**src/rtl/sm3_pkg.sv**
```systemverilog
// sm3_pkg: shared SM3 round constants, controller state encoding and rotate helper
package sm3_pkg;
  localparam logic [31:0] T0 = 32'h79CC4519;
  localparam logic [31:0] T1 = 32'h7A879D8A;
  localparam logic [31:0] T1_ROT16 = 32'h9D8A7A87;
  localparam int ROUNDS = 64;
  typedef enum logic [2:0] {IDLE, LOAD, ROUND, FINAL, DONE} state_t;
  function automatic logic [31:0] rotl1(input logic [31:0] x);
    return {x[30:0], x[31]};
  endfunction
endpackage

```
**src/rtl/sm3_tj_gen.sv**
```systemverilog
// sm3_tj_gen: rotating Tj register producing Tj<<<(j mod 32) one round at a time
module sm3_tj_gen
  import sm3_pkg::*;
(
  input  logic        clk,
  input  logic        rst_n,
  input  logic        load,
  input  logic        step,
  input  logic        j_is_15,
  output logic [31:0] tj
);
  // T1<<<16 is reloaded entering j=16 so the rotation continues with the second constant
  always_ff @(posedge clk or negedge rst_n) begin
    if (!rst_n) tj <= '0;
    else if (load) tj <= T0;
    else if (step) tj <= j_is_15 ? T1_ROT16 : rotl1(tj);
  end
endmodule

```
**src/rtl/sm3_round_ctrl.sv**
```systemverilog
// sm3_round_ctrl: sequences load, 64 compression rounds and the final chaining xor of one SM3 block
module sm3_round_ctrl
  import sm3_pkg::*;
(
  input  logic        clk,
  input  logic        rst_n,
  input  logic        start,
  input  logic        first,
  input  logic        flush,
  output logic        ready,
  output logic        busy,
  output logic        load_en,
  output logic        iv_sel,
  output logic        round_en,
  output logic [5:0]  round_idx,
  output logic        sel_gg,
  output logic [31:0] tj_shift_j,
  output logic        final_en,
  output logic        done
);
  state_t st, nxt;
  logic [5:0] j_q;
  logic first_q;
  logic [31:0] tj;
  logic in_round;
  assign in_round = st == ROUND;
  // state register
  always_ff @(posedge clk or negedge rst_n) begin
    if (!rst_n) st <= IDLE;
    else st <= nxt;
  end
  // round counter runs only inside ROUND and drops back to 0 after round 63 or on flush
  always_ff @(posedge clk or negedge rst_n) begin
    if (!rst_n) j_q <= '0;
    else j_q <= (in_round && !flush && j_q != 6'(ROUNDS - 1)) ? j_q + 6'd1 : 6'd0;
  end
  // remember whether the accepted block starts a message, for iv_sel during LOAD
  always_ff @(posedge clk or negedge rst_n) begin
    if (!rst_n) first_q <= 1'b0;
    else if (st == IDLE && start && !flush) first_q <= first;
  end
  sm3_tj_gen u_tj (
    .clk     (clk),
    .rst_n   (rst_n),
    .load    (st == LOAD),
    .step    (in_round),
    .j_is_15 (j_q == 6'd15),
    .tj      (tj)
  );
  // next state and decoded outputs; flush overrides every transition
  always_comb begin
    nxt = st;
    case (st)
      IDLE:    nxt = start ? LOAD : IDLE;
      LOAD:    nxt = ROUND;
      ROUND:   nxt = (j_q == 6'(ROUNDS - 1)) ? FINAL : ROUND;
      FINAL:   nxt = DONE;
      DONE:    nxt = IDLE;
      default: nxt = IDLE;
    endcase
    if (flush) nxt = IDLE;
    ready = st == IDLE;
    busy = st != IDLE;
    load_en = st == LOAD;
    iv_sel = (st == LOAD) && first_q;
    round_en = in_round;
    round_idx = j_q;
    sel_gg = in_round && j_q >= 6'd16;
    tj_shift_j = in_round ? tj : '0;
    final_en = st == FINAL;
    done = st == DONE;
  end
endmodule
```
**config.mk**
```make
export PLATFORM = sky130hd
export DESIGN_NAME = sm3_round_ctrl
export DESIGN_NICKNAME = d
export VERILOG_FILES = /design/src/rtl/sm3_pkg.sv /design/src/rtl/sm3_tj_gen.sv /design/src/rtl/sm3_round_ctrl.sv
export SDC_FILE = /design/constraint.sdc
export NUM_CORES = 1
export LEC_CHECK = 0
export ABC_AREA = 1
export ABC_CLOCK_PERIOD_IN_PS = 2150
export CAP_MARGIN = 40
export CELL_PAD_IN_SITES_DETAIL_PLACEMENT = 1
export CELL_PAD_IN_SITES_GLOBAL_PLACEMENT = 1
export CORE_MARGIN = 2
export CORE_UTILIZATION = 39
export CTS_BUF_LIST = sky130_fd_sc_hd__clkbuf_2
export DETAILED_ROUTE_END_ITERATION = 10
export GPL_TIMING_DRIVEN = 0
export PLACE_DENSITY = 0.93
export SLEW_MARGIN = 0
export SYNTH_ARGS = -nofsm -noshare
export SYNTH_HDL_FRONTEND = slang
export SYNTH_SLANG_ARGS = --single-unit
```
**constraint.sdc**
```tcl
create_clock -name clk -period 2.15 [get_ports clk]
set_input_delay 0.43 -clock clk [delete_from_list [all_inputs] [get_ports clk]]
set_output_delay 0.43 -clock clk [all_outputs]
set_load 0.005 [all_outputs]
```
==> impl_metrics.csv <==
group,metric,value,unit
die,io_pins,51,
finish,drive_gt1_share,37.16,%
worst_setup_path,cp-end-kind,"primary output",
finish,fill_cells,625,
synthesis,seq_area_frac_synth,52.47,%
worst_setup_path,ff2ff_setup_slack,0.28,ns
worst_setup_path,cp-start-kind,"flop",
synthesis,synth_area_leader_cell,"dfrtp_1",
timing,setup_slack,-0.2076,ns
worst_setup_path,rr_worst_depth,7,
timing,finalCriticalPeriod,2.358,ns
synthesis,syn_area_per_cell,7.734,um2
timing,hold_viol_final,0,
placed_design,io_buffer_count,50,
synthesis,synth_area_leaders,"dfrtp_1 52%, nand2_1 13%, inv_1 8.2%",
min_path,hp-class,"input pin to asynchronous set/reset pin",
cts,cts_tree,"done",
timing,slew_headroom,54.30,%
finish,syn2layout_area_growth,60.34,%
die,rows,26,
die,dieWidth,75.67,um
global_route,grt_use_total,27.78,%
drt,vias_per_cell,5.147,
drt,finalWirelength,8870,um
worst_setup_path,crit_fanout,4,
cts,clkTransAtPathRegs,0.25,ns
power,leakage,0.001813,uW
finish,fin_cells,436,
drt,ant_nets,0,
drt,vias,2244,
timing,rsz0062_at_grt,"yes",
timing,hold_ws,0.4425,ns
cts,clock_path_buffers,2,
placed_design,dp_hpwl,4081,um
run,max_cap_violations,0,
cts,cts_buffers,5,
global_route,antenna_found_initial,0,
die,initial_core_util,39.73,%
global_route,grt_pass1_wl,11480,um
timing,slew_viol_final,0,
die,die_h,75.67,um
timing,fin_skew,0.03730,ns
synthesis,synth_seq_cells,42,
global_route,grt_remaining_overflow,0,
die,die_area,5726,um2
timing,post-route-period-util,109.7,%
cts,clock-sinks,42,
timing,max_freq,424.2,MHz
synthesis,synth_top_area_share,52.47,%
finish,antenna_cells,0,
placed_design,gp_congestion,0.7940,
drt,drt_iter0_markers,111,
die,core-area,5042,um2
drt,drt-wirelength-per-cell,20.34,um
power,powerDensity,665.6,nW/um2
drt,dr.pass1.iters,4,
cts,clk_latency,0.45,ns
global_route,first_global_vias,2295,
synthesis,synth_cell_types,20,
synthesis,ys_warn_count,0,
timing,setup_tns,-1.181,ns
drt,drc,0,
synthesis,synthCells,259,
placed_design,place_inst,380,
worst_setup_path,crit_arrival,1.93,ns
run_status,violations,"setup timing",
global_route,grt_max_degree,25,
worst_setup_path,worstReg2RegEnd,"u_tj.tj[22]",
cts,cts-htree-levels,2,
worst_setup_path,crit_type,"flop to primary output",
cts,root_buffer,"clkbuf_2",
power,ir_worst_vdd,0.4112,mV
synthesis,synth.cell_area,2003,um2
timing,setup_viol,17,
worst_setup_path,cp.required,1.72,ns
timing,tightest_slew,0.6783,ns
worst_setup_path,timing.rr.start,"round_idx[0]",
synthesis,synthesis.nets,265,
finish,nNetsFinal,371,
run_status,status,"complete, but fails checks",
worst max path at each step:
| stage | cells after the start | slack, ns | startpoint | to |
|---|---|---|---|---|
| after floorplan | 6 | 0.69 | st[2] | tj_shift_j[13] |
| after global placement | 1 | -0.48 | rst_n | u_tj.tj[13] |
| final | 11 | -0.21 | st[0] | tj_shift_j[25] |
| after detailed placement | 7 | -0.006 | st[2] | tj_shift_j[30] |
| after global routing | 11 | -0.23 | st[0] | tj_shift_j[25] |
| after CTS | 6 | -0.25 | st[0] | tj_shift_j[21] |
state kept, by name, indices dropped and copies added (netlist names):
register	flops
first_q	1
round_idx	6
u_tj.tj	32
st	3
synth_stat cells:
cell and number:
dfrtp_1 42, nand2_1 69, nor3_1 2, nand2_4 1
nor2_1 42, inv_2 3, ha_1 1, inv_1 44
buf_2 3, nor4_1 1, buf_4 2, xor2_1 1
xnor2_1 1, nand3_4 1, nand4_1 1, nand2_2 3
buf_6 3, o21ai_0 14, nand3_1 20, a21oi_1 5
critical path: stages, from the launching register on:
cell,delay (ns)
dfrtp_2,0.49
inv_2,0.10
nand3_4,0.09
buf_12,0.15
clkinv_8,0.04
buf_8,0.10
buf_6,0.09
buf_6,0.11
buf_12,0.10
nand2_4,0.04
inv_2,0.08
buf_6,0.09
through the flow:
stage	setup WS [ns]	power [uW]	instance area (um2)	util [%]
after floorplan	0.6946	1310	2003	-
after global placement	-0.4752	1475	2591	51.39
after detailed placement	-0.006221	1513	2614	51.84
after CTS	-0.2453	1942	3009	59.68
after global routing	-0.2265	2235	3212	63.70
final	-0.2076	2138	3212	63.70
power breakdown:
part           total [uW]  internal [uW]  switching, uW
Clock                 351           69.3            282
Combinational         694            280            414
Sequential           1090            959            133
Total                2140           1310            828
layer usage:
layer	vias to the layer above	GRT usage, %	share of wire (%)
met4	0	13.45	4.2
met2	89	45.89	50
met1	1122	34.63	41
met5	-	0	0
li1	995	-	-
met3	38	5.952	4.8
logic make-up (layout without fill, tap and decap cells):
logic type / Yosys count / count (layout) / share of synthesized area [%]
compound gates: 19 / 19 / 4.747
simple gates: 140 / 140 / 29.30
xor+xnor: 2 / 2 / 0.8746
buf+inv: 55 / 162 / 11.99
flops: 42 / 42 / 52.47
fa+ha+maj: 1 / 1 / 0.6245
layout by cell type, fill, tap and decap left out, drive strengths merged:
master,netlist,routed
nand2,73,73
buf,8,70
inv,47,46
dfrtp,42,42
nor2,42,42
clkbuf,0,22
nand3,21,21
o21ai,14,14
clkdlybuf4s50,0,9
a21oi,5,5
dlygate4sd2,0,5
clkinv,0,4
dlymetal6s2s,0,3
nor3,2,2
clkdlybuf4s15,0,2
xor2,1,1
xnor2,1,1
nor4,1,1
nand4,1,1
ha,1,1
dlygate4sd3,0,1
cell type report:
type / instances / area, um2 / share of cell area (%)
Buffer: 7 / 77.57 / 2.415
Clock buffer: 5 / 25.02 / 0.7791
Multi-Input combinational cell: 162 / 889.6 / 27.70
Timing Repair Buffer: 100 / 875.8 / 27.27
Clock inverter: 3 / 11.26 / 0.3506
Tap cell: 70 / 87.58 / 2.727
Inverter: 47 / 191.4 / 5.960
Sequential cell: 42 / 1054 / 32.80
what timing repair did:
| action | in CTS | in global routing |
|---|---|---|
| endpoints found under the hold margin | 18 | 0 |
| hold buffers | 1 | 0 |
| gates cloned | 1 | 1 |
| pin swaps | 3 | 7 |
| gates resized for setup | 124 | 81 |
| buffers inserted | 27 | 21 |
| endpoints found under the setup margin | 38 | 36 |
Power figures use the tool's default switching activity.
